--- config.mk ---
export PLATFORM = sky130hd
export DESIGN_NAME = calib_pulse_seq_flat
export DESIGN_NICKNAME = d
export VERILOG_FILES = /design/src/rtl/calib_pulse_seq_pkg.sv /design/src/rtl/calib_pulse_seq_if.sv /design/src/rtl/calib_pulse_seq_dly_cnt.sv /design/src/rtl/calib_pulse_seq.sv /design/src/flat_wrapper.sv
export SDC_FILE = /design/constraint.sdc
export NUM_CORES = 1
export LEC_CHECK = 0
export ABC_AREA = 1
export CAP_MARGIN = 20
export CELL_PAD_IN_SITES_DETAIL_PLACEMENT = 1
export CELL_PAD_IN_SITES_GLOBAL_PLACEMENT = 1
export CORE_UTILIZATION = 43
export CTS_BUF_LIST = sky130_fd_sc_hd__clkbuf_2
export DETAILED_ROUTE_END_ITERATION = 16
export DONT_BUFFER_PORTS = 1
export PLACE_DENSITY_LB_ADDON = 0.1
export SLEW_MARGIN = 20
export SYNTH_ARGS = -nofsm -noshare
export SYNTH_HDL_FRONTEND = slang
export SYNTH_HIERARCHICAL = 1
export SYNTH_SLANG_ARGS = --single-unit
--- constraint.sdc ---
create_clock -name CLK40 -period 2.28 [get_ports CLK40]
set_clock_uncertainty 0.1 [all_clocks]
set_input_delay 0.456 -clock CLK40 [delete_from_list [all_inputs] [get_ports CLK40]]
set_output_delay 0.456 -clock CLK40 [all_outputs]
set_load 0.02 [all_outputs]
--- src/rtl/calib_pulse_seq_pkg.sv ---
// Shared types and constants for the calibration pulse sequencer.
package calib_seq_pkg;

  localparam int CNT_W_DEF = 12;
  localparam int DLY_W_DEF = 8;
  localparam int WID_W_DEF = 4;

  localparam logic [2:0] ST_IDLE     = 3'd0;
  localparam logic [2:0] ST_PULSE    = 3'd1;
  localparam logic [2:0] ST_WAIT_TRG = 3'd2;
  localparam logic [2:0] ST_TRIG     = 3'd3;
  localparam logic [2:0] ST_GAP      = 3'd4;
  localparam logic [2:0] ST_FINISH   = 3'd5;

  typedef enum logic [2:0] {
    IDLE     = ST_IDLE,
    PULSE    = ST_PULSE,
    WAIT_TRG = ST_WAIT_TRG,
    TRIG     = ST_TRIG,
    GAP      = ST_GAP,
    FINISH   = ST_FINISH
  } state_t;

  localparam logic SEL_INJ = 1'b1;
  localparam logic SEL_EXT = 1'b0;

endpackage

--- src/rtl/calib_pulse_seq_if.sv ---
// Control, configuration and pulse outputs of the sequencer.
interface calib_pulse_seq_if
  import calib_seq_pkg::*;
#(
  parameter int CNT_W = CNT_W_DEF,
  parameter int DLY_W = DLY_W_DEF,
  parameter int WID_W = WID_W_DEF
) ();

  logic             START;
  logic             ABORT;
  logic             INJ_SEL;
  logic [CNT_W-1:0] NPULSE;
  logic [WID_W-1:0] PLS_WIDTH;
  logic [DLY_W-1:0] TRG_DLY;
  logic [DLY_W-1:0] PERIOD;

  logic             INJ_PLS;
  logic             EXT_PLS;
  logic             TRG_REQ;
  logic             BUSY;
  logic             DONE;
  logic [CNT_W-1:0] PLS_CNT;

  modport master (
    output START, ABORT, INJ_SEL,
    output NPULSE, PLS_WIDTH,
    output TRG_DLY, PERIOD,
    input  INJ_PLS, EXT_PLS,
    input  TRG_REQ, BUSY, DONE,
    input  PLS_CNT
  );

  modport slave (
    input  START, ABORT, INJ_SEL,
    input  NPULSE, PLS_WIDTH,
    input  TRG_DLY, PERIOD,
    output INJ_PLS, EXT_PLS,
    output TRG_REQ, BUSY, DONE,
    output PLS_CNT
  );

endinterface

--- src/rtl/calib_pulse_seq_dly_cnt.sv ---
// Loadable down-counter timing each sequencer phase.
module calib_dly_cnt #(
  parameter int W = 8
) (
  input  logic         CLK40,
  input  logic         rst_resync,
  input  logic         load,
  input  logic         en,
  input  logic [W-1:0] value,
  output logic         zero
);

  localparam logic [W-1:0] ONE = W'(1);

  logic [W-1:0] cnt;

  always_ff @(posedge CLK40 or posedge rst_resync) begin
    if (rst_resync) begin
      cnt <= '0;
    end else if (load) begin
      cnt <= value;
    end else if (en && cnt != '0) begin
      cnt <= cnt - ONE;
    end
  end

  assign zero = (cnt == '0);

endmodule

--- src/rtl/calib_pulse_seq.sv ---
// Calibration pulse burst sequencer; CALSEQ_TRG_EN adds the
// post-pulse delayed trigger request (WAIT_TRG/TRIG phases).
module calib_pulse_seq
  import calib_seq_pkg::*;
#(
  parameter int CNT_W = CNT_W_DEF,
  parameter int DLY_W = DLY_W_DEF,
  parameter int WID_W = WID_W_DEF
) (
  input  logic             CLK40,
  input  logic             rst_resync,
  calib_pulse_seq_if.slave bus
);

  localparam int CW = (DLY_W > WID_W) ? DLY_W : WID_W;
  localparam logic [CW-1:0]    ONE   = CW'(1);
  localparam logic [CNT_W-1:0] ONE_C = CNT_W'(1);

  state_t state, nxt;

  logic             sel_q;
  logic [CNT_W-1:0] npl_q;
  logic [WID_W-1:0] wid_q;
  logic [DLY_W-1:0] per_q;
  logic [CNT_W-1:0] cnt_q;
  logic             inj_q, ext_q;
  logic             busy_q, done_q;

  logic             sel;
  logic [WID_W-1:0] cfg_w;
  logic [CW-1:0]    w_m1, per_m1, ld_val;
  logic             ld, zero, last;
  state_t           after_pulse;

  // In IDLE the live inputs are the ones about to be latched
  assign sel   = (state == IDLE) ? bus.INJ_SEL   : sel_q;
  assign cfg_w = (state == IDLE) ? bus.PLS_WIDTH : wid_q;

  assign w_m1   = (cfg_w == '0) ? '0 : CW'(cfg_w) - ONE;
  assign per_m1 = (per_q == '0) ? '0 : CW'(per_q) - ONE;
  assign last   = (npl_q != '0) && (cnt_q == npl_q);

`ifdef CALSEQ_TRG_EN
  logic [DLY_W-1:0] dly_q;
  logic [CW-1:0]    dly_m1;
  logic             trg_q;

  assign dly_m1      = CW'(dly_q) - ONE;
  assign after_pulse = (dly_q == '0) ? TRIG : WAIT_TRG;
  assign bus.TRG_REQ = trg_q;
`else
  assign after_pulse = GAP;
  assign bus.TRG_REQ = 1'b0;
`endif

  always_comb begin
    nxt = state;
    unique case (state)
      IDLE:     if (bus.START && !bus.ABORT) nxt = PULSE;
      PULSE:    if (zero) nxt = after_pulse;
`ifdef CALSEQ_TRG_EN
      WAIT_TRG: if (zero) nxt = TRIG;
      TRIG:     nxt = GAP;
`endif
      GAP:      if (zero) nxt = last ? FINISH : PULSE;
      FINISH:   nxt = IDLE;
      default:  nxt = IDLE;
    endcase
    if (state != IDLE && bus.ABORT) nxt = IDLE;
  end

  // Counter is reloaded with (phase length - 1) on every phase entry
  always_comb begin
    ld_val = '0;
    unique case (1'b1)
      (nxt == PULSE):    ld_val = w_m1;
`ifdef CALSEQ_TRG_EN
      (nxt == WAIT_TRG): ld_val = dly_m1;
`endif
      (nxt == GAP):      ld_val = per_m1;
      default:           ld_val = '0;
    endcase
  end

  assign ld = (nxt != state);

  calib_dly_cnt #(.W(CW)) u_dly (
    .CLK40      (CLK40),
    .rst_resync (rst_resync),
    .load       (ld),
    .en         (state != IDLE),
    .value      (ld_val),
    .zero       (zero)
  );

  always_ff @(posedge CLK40 or posedge rst_resync) begin
    if (rst_resync) begin
      state  <= IDLE;
      sel_q  <= 1'b0;
      npl_q  <= '0;
      wid_q  <= '0;
      per_q  <= '0;
      cnt_q  <= '0;
      inj_q  <= 1'b0;
      ext_q  <= 1'b0;
      busy_q <= 1'b0;
      done_q <= 1'b0;
`ifdef CALSEQ_TRG_EN
      dly_q  <= '0;
      trg_q  <= 1'b0;
`endif
    end else begin
      state  <= nxt;
      inj_q  <= (nxt == PULSE) && (sel == SEL_INJ);
      ext_q  <= (nxt == PULSE) && (sel == SEL_EXT);
      busy_q <= (nxt != IDLE) && (nxt != FINISH);
      done_q <= (nxt == FINISH);
`ifdef CALSEQ_TRG_EN
      trg_q  <= (nxt == TRIG);
`endif
      if (state == IDLE && nxt == PULSE) begin
        sel_q <= bus.INJ_SEL;
        npl_q <= bus.NPULSE;
        wid_q <= bus.PLS_WIDTH;
        per_q <= bus.PERIOD;
`ifdef CALSEQ_TRG_EN
        dly_q <= bus.TRG_DLY;
`endif
        cnt_q <= ONE_C;
      end else if (nxt == PULSE && state != PULSE) begin
        cnt_q <= cnt_q + ONE_C;
      end
    end
  end

  assign bus.INJ_PLS = inj_q;
  assign bus.EXT_PLS = ext_q;
  assign bus.BUSY    = busy_q;
  assign bus.DONE    = done_q;
  assign bus.PLS_CNT = cnt_q;

endmodule
--- src/flat_wrapper.sv ---
// flat-port wrapper written by rule: the top's interface ports become plain ports
module calib_pulse_seq_flat import calib_seq_pkg::*;
#(
  parameter int CNT_W = CNT_W_DEF,
  parameter int DLY_W = DLY_W_DEF,
  parameter int WID_W = WID_W_DEF
)
  (CLK40, rst_resync, bus_START, bus_ABORT, bus_INJ_SEL, bus_NPULSE, bus_PLS_WIDTH, bus_TRG_DLY, bus_PERIOD, bus_INJ_PLS, bus_EXT_PLS, bus_TRG_REQ, bus_BUSY, bus_DONE, bus_PLS_CNT);
  calib_pulse_seq_if #(.CNT_W(CNT_W), .DLY_W(DLY_W), .WID_W(WID_W)) bus_i ();
  input  logic CLK40;
  input  logic rst_resync;
  input wire logic [$bits(bus_i.START)-1:0] bus_START;
  input wire logic [$bits(bus_i.ABORT)-1:0] bus_ABORT;
  input wire logic [$bits(bus_i.INJ_SEL)-1:0] bus_INJ_SEL;
  input wire logic [$bits(bus_i.NPULSE)-1:0] bus_NPULSE;
  input wire logic [$bits(bus_i.PLS_WIDTH)-1:0] bus_PLS_WIDTH;
  input wire logic [$bits(bus_i.TRG_DLY)-1:0] bus_TRG_DLY;
  input wire logic [$bits(bus_i.PERIOD)-1:0] bus_PERIOD;
  output wire logic [$bits(bus_i.INJ_PLS)-1:0] bus_INJ_PLS;
  output wire logic [$bits(bus_i.EXT_PLS)-1:0] bus_EXT_PLS;
  output wire logic [$bits(bus_i.TRG_REQ)-1:0] bus_TRG_REQ;
  output wire logic [$bits(bus_i.BUSY)-1:0] bus_BUSY;
  output wire logic [$bits(bus_i.DONE)-1:0] bus_DONE;
  output wire logic [$bits(bus_i.PLS_CNT)-1:0] bus_PLS_CNT;
  assign bus_i.START = bus_START;
  assign bus_i.ABORT = bus_ABORT;
  assign bus_i.INJ_SEL = bus_INJ_SEL;
  assign bus_i.NPULSE = bus_NPULSE;
  assign bus_i.PLS_WIDTH = bus_PLS_WIDTH;
  assign bus_i.TRG_DLY = bus_TRG_DLY;
  assign bus_i.PERIOD = bus_PERIOD;
  assign bus_INJ_PLS = bus_i.INJ_PLS;
  assign bus_EXT_PLS = bus_i.EXT_PLS;
  assign bus_TRG_REQ = bus_i.TRG_REQ;
  assign bus_BUSY = bus_i.BUSY;
  assign bus_DONE = bus_i.DONE;
  assign bus_PLS_CNT = bus_i.PLS_CNT;
  calib_pulse_seq #(.CNT_W(CNT_W), .DLY_W(DLY_W), .WID_W(WID_W)) u_core (.CLK40(CLK40), .rst_resync(rst_resync), .bus(bus_i));
endmodule
## After elaboration in Yosys (flattened, before gate mapping)

Index checks and enable logic that the tools add are counted.

| word-level totals | value |
|---|---|
| output and inout port bits | 17 |
| register bits | 52 |
| bits of input ports | 37 |

| cells by class | value |
|---|---|
| mux-type cells | 15 |
| equality and inequality tests | 9 |
| add/subtract/negate cells | 4 |
| reductions and logical operators | 20 |
| bitwise operators | 1 |

Operators by type and width:

| kind | count |
|---|---|
| 2-to-1 mux 8 bit | 4 |
| 2-to-1 mux 12 bit | 2 |
| logical NOT 8 bit | 2 |
| case mux 8 bit (2 select lines) | 1 |
| subtractor 8 x 1 -> 8 bit, second input constant | 2 |
| 2-to-1 mux 3 bit | 5 |
| adder 12 x 1 -> 12 bit, second input constant | 1 |
| equality test 12 bit | 1 |
| nonzero test 12 bit | 1 |
| equality test 3 bit, second input constant | 3 |
| logical AND 1 bit | 9 |
| case mux 3 bit (3 select lines) | 1 |
| nonzero test 8 bit | 1 |
| equality test 3 x 1 -> 1 bit, second input constant | 2 |
| nonzero test 3 bit | 2 |
| subtractor 4 x 1 -> 5 bit, second input constant | 1 |
| logical NOT 4 bit | 1 |
| 2-to-1 mux 4 bit | 1 |
| nonzero test 2 bit | 2 |
| logical NOT 3 bit | 1 |
| inequality test 3 x 1 -> 1 bit, second input constant | 1 |
| inequality test 3 bit | 1 |
| inequality test 3 bit, second input constant | 1 |
| logical NOT 1 bit | 1 |
| 2 further kinds | 2 |

## Logic depth before layout (Yosys ltp)

Gate-level depths: netlist of run 1.

| depth | value |
|---|---|
| word-level depth | 10 |
| mapped depth | 19 |

## By module

The synthesis of run 1 kept the hierarchy.

Modules (own cells, without submodules):

| module | times used | sequential area each (um2) | area an instance (um2) | cells each |
|---|---|---|---|---|
| calib_pulse_seq | 1 | 1101.1 | 2673.8 | 384 |
| calib_dly_cnt | 1 | 200.2 | 633.1 | 91 |

## Least setup slack after synthesis of run 1

Ideal clock, no wire load.

| path | value |
|---|---|
| path type | register to register |
| start point | reg u_core.u_dly.cnt[0] |
| end point | reg u_core.u_dly.cnt[0] |
| arrival | 2257 ps |
| library setup time | 122 ps |
| path slack | -199 ps |
| path buffers | 1 |
| required time | 2058 ps |
| stages on the path, launching flop included | 14 |
| path through | dfrtp_1 -> inv_1 -> ha_1 -> nand2_1 -> nor2_1 -> nor2_1 -> o31ai_2 -> or2_0 -> nand3_1 -> inv_1 -> buf_2 -> nand2_4 -> nand2_1 -> o21ai_2 |

| between the ends | value |
|---|---|
| elaborated cells on any way between the ends | 15 |
| classes of those cells | add/sub: 1; eq/ne: 3; mux: 7; reduce/logical: 4 |

RTL lines:

| item | RTL line | RTL |
|---|---|---|
| start: declaration | calib_pulse_seq_dly_cnt.sv:15 | `logic [W-1:0] cnt;` |
| start signal: assignment | calib_pulse_seq_dly_cnt.sv:21 | `cnt <= value;` |
| start signal: assignment | calib_pulse_seq_dly_cnt.sv:23 | `cnt <= cnt - ONE;` |
| logical NOT 8 bit (*) | calib_pulse_seq_dly_cnt.sv:27 | `assign zero = (cnt == '0);` |
| via u_core.zero | calib_pulse_seq.sv:32 | `logic ld, zero, last;` |
| 2-to-1 mux 3 bit, on equally long branches | calib_pulse_seq.sv:65, calib_pulse_seq.sv:60 |  |
| case mux 3 bit (3 select lines) (*) | calib_pulse_seq.sv:58 | `unique case (state)` |
| 2-to-1 mux 3 bit (*) | calib_pulse_seq.sv:69 | `if (state != IDLE && bus.ABORT) nxt = IDLE;` |
| inequality test 3 bit (*) | calib_pulse_seq.sv:85 | `assign ld = (nxt != state);` |
| via u_core.ld | calib_pulse_seq.sv:32 |  |
| 2-to-1 mux 8 bit / nonzero test 2 bit (equally long branches) | -- |  |

The timed path passes the listed nets; every way through them passes the cells marked *. The select of a mux whose other input is x is not followed.
A chain may end at the register's enable or synchronous reset.

## Worst setup path after layout of run 1

| path | value |
|---|---|
| start point | reg u_core.u_dly.cnt[1] |
| end point | reg u_core.u_dly.cnt[5] |

The elaborated chain is that of the path after synthesis.

==> results of run 1 <==
-- cell usage in the layout, fill, tap and decap left out, types with 2 or more instances in the layout --
cell type      Yosys  final
a21oi_1            2      2
or2_2              2      2
nand3_4            0      2
clkinv_1           0      2
xnor2_1            4      4
o21ai_0           29     25
nand3_2            1      2
o21ai_2            3      4
inv_1             52     41
nor3_1            10      9
xor2_1            11     11
nand2_2            2      9
dlygate4sd3_1      0     21
nand2_1          170    162
dfrtp_1           52     51
nand2_4            2      2
nor2_4             2      6
ha_1               5      4
inv_2              4     14
nand3_1           25     22
buf_6              0      2
o21ai_1            2      5
nor2_2             1      6
conb_1             1      2
clkbuf_2           0      5
buf_4              2     61
a21oi_4            2      2
nand4_1           20     20
nor2_1            49     40
-- layout make-up --
class	count	area (µm²)
fill	947	3074
sequential	52	1303
timing repair buffer	86	710.7
multi-input combinational	354	1874
tap	99	123.9
inverter	56	212.7
clock inverter	2	7.507
clock buffer	5	25.02
-- through the flow --
stage	hold slack (ps)	instances
finish	23.54	654
global route	6.577	654
CTS	0.4135	644
detailed placement	233.3	610
global placement	231.8	610
floorplan	171.7	476
-- worst register-to-register path, delay by kind of cell, from the launching register on --
| family | cells | cell delay [ps] |
|---|---|---|
| compound gates | 2 | 490 |
| flops | 1 | 450 |
| simple gates | 7 | 870 |
| buf+inv | 2 | 140 |
| fa+ha+maj | 1 | 150 |
-- report_power, final --
part | internal (µW) | switching, µW
Combinational | 842 | 1180
Sequential | 1120 | 181
Clock | 63.1 | 298
-- timing repair --
action	CTS	global route
cloned	0	1
pin swaps	5	20
endpoints found under the hold margin	71	1
resized for setup	15	35
setup endpoints to repair	20	20
buffers inserted	7	8
hold buffers	20	1
-- worst max path at each step --
stage / endpoint / slack (ps) / depth (start not counted)
2_1_floorplan: u_core/u_dly/cnt[0] / 3 / 16
3_3_place_gp: u_core/u_dly/cnt[1] / -20 / 13
3_5_place_dp: u_core/u_dly/cnt[0] / -110 / 13
4_1_cts: u_core/u_dly/cnt[5] / 7 / 13
5_1_grt: u_core/u_dly/cnt[5] / -90 / 12
6_report: u_core/u_dly/cnt[5] / 20 / 12
-- layer usage --
layer	wire, µm	share of wire	GRT usage	vias up
li1	-	-	-	1658
met1	4575	0.48	0.3406	1630
met2	4663	0.49	0.4270	39
met3	242	0.025	0.03931	6
met4	91	0.0095	0.05916	0
met5	0	0	0	-
-- registers in the layout, summed over array words and instances (netlist names) --
name and flops:
u_core/bus.PLS_CNT 12, u_core/bus.INJ_PLS 1, u_core/bus.EXT_PLS 1, u_core/sel_q 1
u_core/wid_q 4, u_core/per_q 8, u_core/u_dly/cnt 8, u_core/bus.BUSY 1
u_core/bus.DONE 1, u_core/npl_q 12, u_core/state 3
-- cells in the mapped netlist, drive strengths merged --
library cell  number  area share
and2               1      0.0019
nand2            174        0.20
o21a               1      0.0023
xor2              11       0.029
o21ai             35       0.060
nand3b             1      0.0023
nor3              11       0.018
conb               1      0.0011
o31ai              1      0.0038
clkbuf             5      0.0057
or2                3      0.0057
nor4               1      0.0038
inv               56       0.064
o22ai              1      0.0019
a21oi              4       0.013
nand4             21       0.042
nand3             26       0.041
buf                9       0.015
dfrtp             52        0.39
xnor2              4       0.011
ha                 5       0.019
nor2              52       0.064
-- kinds of logic (layout without fill, tap and decap cells) --
logic type / after synthesis / in the layout / synth area share
buffers and inverters: 70 / 149 / 0.08399
adders and majority gates: 5 / 5 / 0.01892
other: 1 / 2 / 0.001134
DFF: 52 / 52 / 0.3935
xor gates and xnor gates: 15 / 15 / 0.03973
AOI/OAI and AO/OA: 42 / 42 / 0.08059
and+or+nand+nor: 290 / 290 / 0.3821
==> impl_metrics.env, run 1 <==
export IMPL_crit_family="simple AND/OR/NAND/NOR gates"
export IMPL_min_to="u_core/sel_q"
export IMPL_synthCells=475
export IMPL_cts_made_buffers=5
export IMPL_yosysSeqAreaShare=0.3935
export IMPL_preCtsSetupSlack_ps=-114.0
export IMPL_h_tree_depth=2
export IMPL_antenna_found_initial=0
export IMPL_cts_tree="yes"
export IMPL_status="complete, no violations"
export IMPL_worst_r2r_path_depth=12
export IMPL_setup_violations=0
export IMPL_setup_tns_ps=0
export IMPL_syn_to_final_growth_pct=28.72
export IMPL_wl_per_cell_um=14.64
export IMPL_slew_headroom=0.6015
export IMPL_die_area_mm2=0.008045
export IMPL_nNetsFinal=597
export IMPL_yosysWarnings=6
export IMPL_p_per_area_mw_per_mm2=866.2
export IMPL_cap_violations=0
export IMPL_grt_max_degree=45
export IMPL_finalCritPeriodShare=0.9908
export IMPL_grt_pass1_vias=3374
export IMPL_r2r_start="u_core/u_dly/cnt[1]"
export IMPL_drive_gt1_frac=0.2324
export IMPL_cp_slowest_cell="dfrtp_1"
export IMPL_initial_core_util=0.4511
export IMPL_hold_viol=0
export IMPL_max_freq_mhz=442.7
export IMPL_ys_ff_latch=52
export IMPL_drv_slew=0
export IMPL_place_area_mm2=0.003757
export IMPL_critPathMostFrequentCell="nor2_4"
export IMPL_cp_slowest_stage_delay_ps=450
export IMPL_numPortBuffers=0
export IMPL_firstDrtPassIters=4
export IMPL_grt_overflow=0
export IMPL_r2r_end="u_core/u_dly/cnt[5]"
export IMPL_worst_pin_slew_ps=597.8
export IMPL_die_x_um=89.70
export IMPL_placementRows=31
export IMPL_clk_pin_slew_worst_paths_ps=240
export IMPL_rsz0062_at_grt="true"
export IMPL_cp_start_kind="flip-flop"
export IMPL_io_pins=54
export IMPL_timing_critical_path_required_ps=2550
export IMPL_route_detailed_drc=0
export IMPL_cts_root_buffer="clkbuf_2"
export IMPL_netlist_area_mm2=0.003307
export IMPL_hpwl_mm=6.802
export IMPL_cp_max_fo=4
export IMPL_critPathKind="reg2reg"
export IMPL_cts_num_sinks=52
export IMPL_hp_start="bus_INJ_SEL"
export IMPL_synth_distinct_cells=37
export IMPL_period_minus_slack_ps=2259
export IMPL_coreArea_mm2=0.007331
export IMPL_grt_util_all_layers=0.2528
export IMPL_clock_path_buffers=2
export IMPL_place_congestion=0.7830
export IMPL_final_core_util=0.5806
export IMPL_setup_ws_ps=21.00
export IMPL_avgSynthCellArea_um2=6.962
export IMPL_wirelength_mm=9.573
export IMPL_worstSkewPairLatency_ps=460
export IMPL_grt_pass1_wl_mm=15.51
export IMPL_crit_buf_inv=2
export IMPL_n_antenna_cell=0
export IMPL_critPathLaunch="u_core/u_dly/cnt[1]"
export IMPL_whs_path_depth=2
export IMPL_hold_class="in2reg"
export IMPL_drt_iter0_drc=125
export IMPL_fin_area_mm2=0.004257
export IMPL_ant_nets=0
export IMPL_total_power_uw=3687
export IMPL_reg2reg_slack_ps=20
export IMPL_endpoint_kind="flip-flop"
export IMPL_avgViaCountPerCell=5.096
export IMPL_arrival_ps=2530
export IMPL_power_leakage_uw=0.002103
export IMPL_crit_chain="inv_2 > ha_4 > nand2_4 > nor2_4 > nor2_4 > o31ai_4 > a21oi_1 > nand3_4 > inv_4 > or2_2 > nand3_2 > nand2_1"
export IMPL_ir_worst_vdd_uv=356.9
export IMPL_fp_dieH_um=89.70
export IMPL_num_vias=3333
(Power assumes the default switching activity.)
==> run 2: changes to the inputs <==
--- a/config.mk
+++ b/config.mk
@@ -6,7 +6,7 @@
 export NUM_CORES = 1
 export LEC_CHECK = 0
 export ABC_AREA = 1
-export CAP_MARGIN = 20
+export CAP_MARGIN = 30
 export CELL_PAD_IN_SITES_DETAIL_PLACEMENT = 1
 export CELL_PAD_IN_SITES_GLOBAL_PLACEMENT = 1
 export CORE_UTILIZATION = 43
==> results of run 2 <==
Final layout, timing and power as in run 1 (identical DEF).
==> run 3: changes to the inputs <==
--- a/config.mk
+++ b/config.mk
@@ -7,13 +7,11 @@
 export LEC_CHECK = 0
 export ABC_AREA = 1
 export CAP_MARGIN = 30
-export CELL_PAD_IN_SITES_DETAIL_PLACEMENT = 1
-export CELL_PAD_IN_SITES_GLOBAL_PLACEMENT = 1
-export CORE_UTILIZATION = 43
+export CORE_UTILIZATION = 60
 export CTS_BUF_LIST = sky130_fd_sc_hd__clkbuf_2
 export DETAILED_ROUTE_END_ITERATION = 16
 export DONT_BUFFER_PORTS = 1
-export PLACE_DENSITY_LB_ADDON = 0.1
+export PLACE_DENSITY = 0.79
 export SLEW_MARGIN = 20
 export SYNTH_ARGS = -nofsm -noshare
 export SYNTH_HDL_FRONTEND = slang
==> impl_metrics.env, run 3 (same netlist as run 1, synthesis figures left out) <==
export IMPL_final_cell_mix="159 x nand2_1, 54 x buf_4, 49 x dfrtp_1"
export IMPL_num_vias=3338
export IMPL_initial_core_util=0.6353
export IMPL_timing_critical_path_required_ps=2540
export IMPL_fill_cells=396
export IMPL_power_frac_seq=0.367
export IMPL_worstSkewPairLatency_ps=430
export IMPL_numPortBuffers=0
export IMPL_grt_util_all_layers=0.2855
export IMPL_grt_max_degree=56
export IMPL_period_minus_slack_ps=2248
export IMPL_place_inst=572
export IMPL_p_per_area_mw_per_mm2=889.3
export IMPL_cp_start_kind="flip-flop"
export IMPL_cp_slowest_stage_delay_ps=470
export IMPL_hpwl_mm=5.484
export IMPL_ir_worst_vdd_uv=488.7
export IMPL_status="complete, no violations"
export IMPL_arrival_ps=2510
export IMPL_grt_pass1_vias=3027
export IMPL_hold_viol=0
export IMPL_nNetsFinal=575
export IMPL_setup_violations=0
export IMPL_critPathKind="reg2reg"
export IMPL_antenna_found_initial=0
export IMPL_io_pins=54
export IMPL_n_antenna_cell=0
export IMPL_drt_iter0_drc=301
export IMPL_layout_cells_non_filler=604
export IMPL_r2r_start="u_core/bus.PLS_CNT[2]"
export IMPL_preCtsSetupSlack_ps=-22.08
export IMPL_cts_root_buffer="clkbuf_2"
export IMPL_min_to="u_core/npl_q[3]"
export IMPL_max_freq_mhz=444.8
export IMPL_p_sw_frac=0.4465
export IMPL_cp_max_fo=8
export IMPL_combPwrFrac=0.531
export IMPL_clock_path_buffers=2
export IMPL_wl_per_cell_um=13.78
export IMPL_cts_num_sinks=52
export IMPL_reg2reg_slack_ps=30
export IMPL_worst_pin_slew_ps=568.1
export IMPL_die_x_um=76.24
export IMPL_fp_dieH_um=76.24
export IMPL_final_core_util=0.7745
export IMPL_h_tree_depth=2
export IMPL_whs_path_depth=2
export IMPL_p_int_uw=1984
export IMPL_cap_violations=0
export IMPL_p_sw_uw=1601
export IMPL_clk_pin_slew_worst_paths_ps=250
export IMPL_grt_pass1_wl_mm=13.43
export IMPL_syn_to_final_growth_pct=21.91
export IMPL_wirelength_mm=8.323
export IMPL_pwr_share_clk=0.102
export IMPL_ant_nets=0
export IMPL_hold_class="in2reg"
export IMPL_placementRows=26
export IMPL_finalCritPeriodShare=0.9860
export IMPL_coreArea_mm2=0.005205
export IMPL_route_detailed_drc=0
export IMPL_slew_headroom=0.6213
export IMPL_worst_r2r_path_depth=18
export IMPL_place_congestion=0.8810
export IMPL_critPathMostFrequentCell="nand2_1"
export IMPL_power_leakage_uw=0.002017
export IMPL_seq_area_mm2=0.001305
export IMPL_avgViaCountPerCell=5.526
export IMPL_crit_chain="inv_2 > nand2_1 > nand2_2 > nor2_2 > nand2_1 > nor2_2 > nand2_1 > nand2_2 > nand2_4 > nand2_4 > nand2_2 > nand2_1 > nand3_2 > inv_2 > buf_6 > nand2_8 > nand2_4 > o21ai_2"
export IMPL_hp_start="bus_NPULSE[3]"
export IMPL_drv_slew=0
export IMPL_r2r_end="u_core/u_dly/cnt[1]"
export IMPL_die_area_mm2=0.005813
export IMPL_grt_overflow=0
export IMPL_firstDrtPassIters=6
export IMPL_endpoint_kind="flip-flop"
export IMPL_multi_input_area_mm2=0.001879
export IMPL_cp_slowest_cell="dfrtp_1"
export IMPL_cts_made_buffers=5
export IMPL_drive_gt1_frac=0.2397
export IMPL_setup_ws_ps=32.02
export IMPL_mostFrequentLayoutCell="nand2_1"
export IMPL_cts_tree="yes"
[run 3: changes by cell type in the layout (fill, tap and decap cells not counted), sizes merged]
cell,change
dlygate4sd3,-15
clkbuf,+2
buf,-7
clkinv,-1
[run 3: worst max-delay path by stage]
stage                          end                   from  slack [ps]  depth (start not counted)
2_1_floorplan  u_core/u_dly/cnt[0]    u_core/u_dly/cnt[0]           3                         16
3_3_place_gp   u_core/u_dly/cnt[5]    u_core/u_dly/cnt[1]          50                         13
3_5_place_dp   u_core/u_dly/cnt[5]    u_core/u_dly/cnt[1]         -20                         13
4_1_cts        u_core/u_dly/cnt[1]    u_core/u_dly/cnt[1]          30                         14
5_1_grt        u_core/u_dly/cnt[4]  u_core/bus.PLS_CNT[6]         -70                         19
6_report       u_core/u_dly/cnt[1]  u_core/bus.PLS_CNT[2]          30                         18
[run 3: layer usage]
layer	track usage	vias up	wire length (µm)
met1	0.4061	1517	3604
met2	0.4486	179	3844
met4	0.06923	0	167
met5	0	-	0
met3	0.05629	29	707
li1	-	1613	-
[run 3: per-stage QoR]
step | hold slack [ps] | TNS, ps | power, µW | instance area, µm²
after floorplan | 171.7 | 0 | 2437 | 3331
after detailed placement | 216.3 | -22.08 | 2889 | 3654
after global routing | 5.660 | -440.2 | 3875 | 4031
final | 26.01 | 0 | 3585 | 4031
after global placement | 210.2 | 0 | 2831 | 3654
after CTS | 0.2942 | 0 | 3278 | 3765
[run 3: power groups by stage]
stage	combinational [µW]	clock [µW]	sequential, µW
CTS	1600	373	1300
detailed placement	1570	0	1320
global placement	1520	0	1310
floorplan	1090	0	1350
global route	2120	405	1350
finish	1900	366	1320
[run 3: repair_timing]
action,CTS,global route
endpoints found under the setup margin,3,27
hold buffers,4,2
gates cloned,0,1
gates resized for setup,2,51
hold endpoints to repair,55,2
buffers inserted,3,14
pin swaps,0,18
[run 3: final cells by class]
type | count | area share
Clock buffer | 7 | 0.008690
Clock inverter | 1 | 0.0009311
Inverter | 56 | 0.05214
Multi-Input combinational cell | 354 | 0.4662
Sequential cell | 52 | 0.3237
Tap cell | 70 | 0.02173
Timing Repair Buffer | 64 | 0.1266
[run 3: worst max-delay path, delay by kind of cell (launching register included)]
family | cells | cell delay, ps
simple gates | 14 | 1250
flops | 1 | 470
compound gates | 1 | 50
buf+inv | 3 | 290
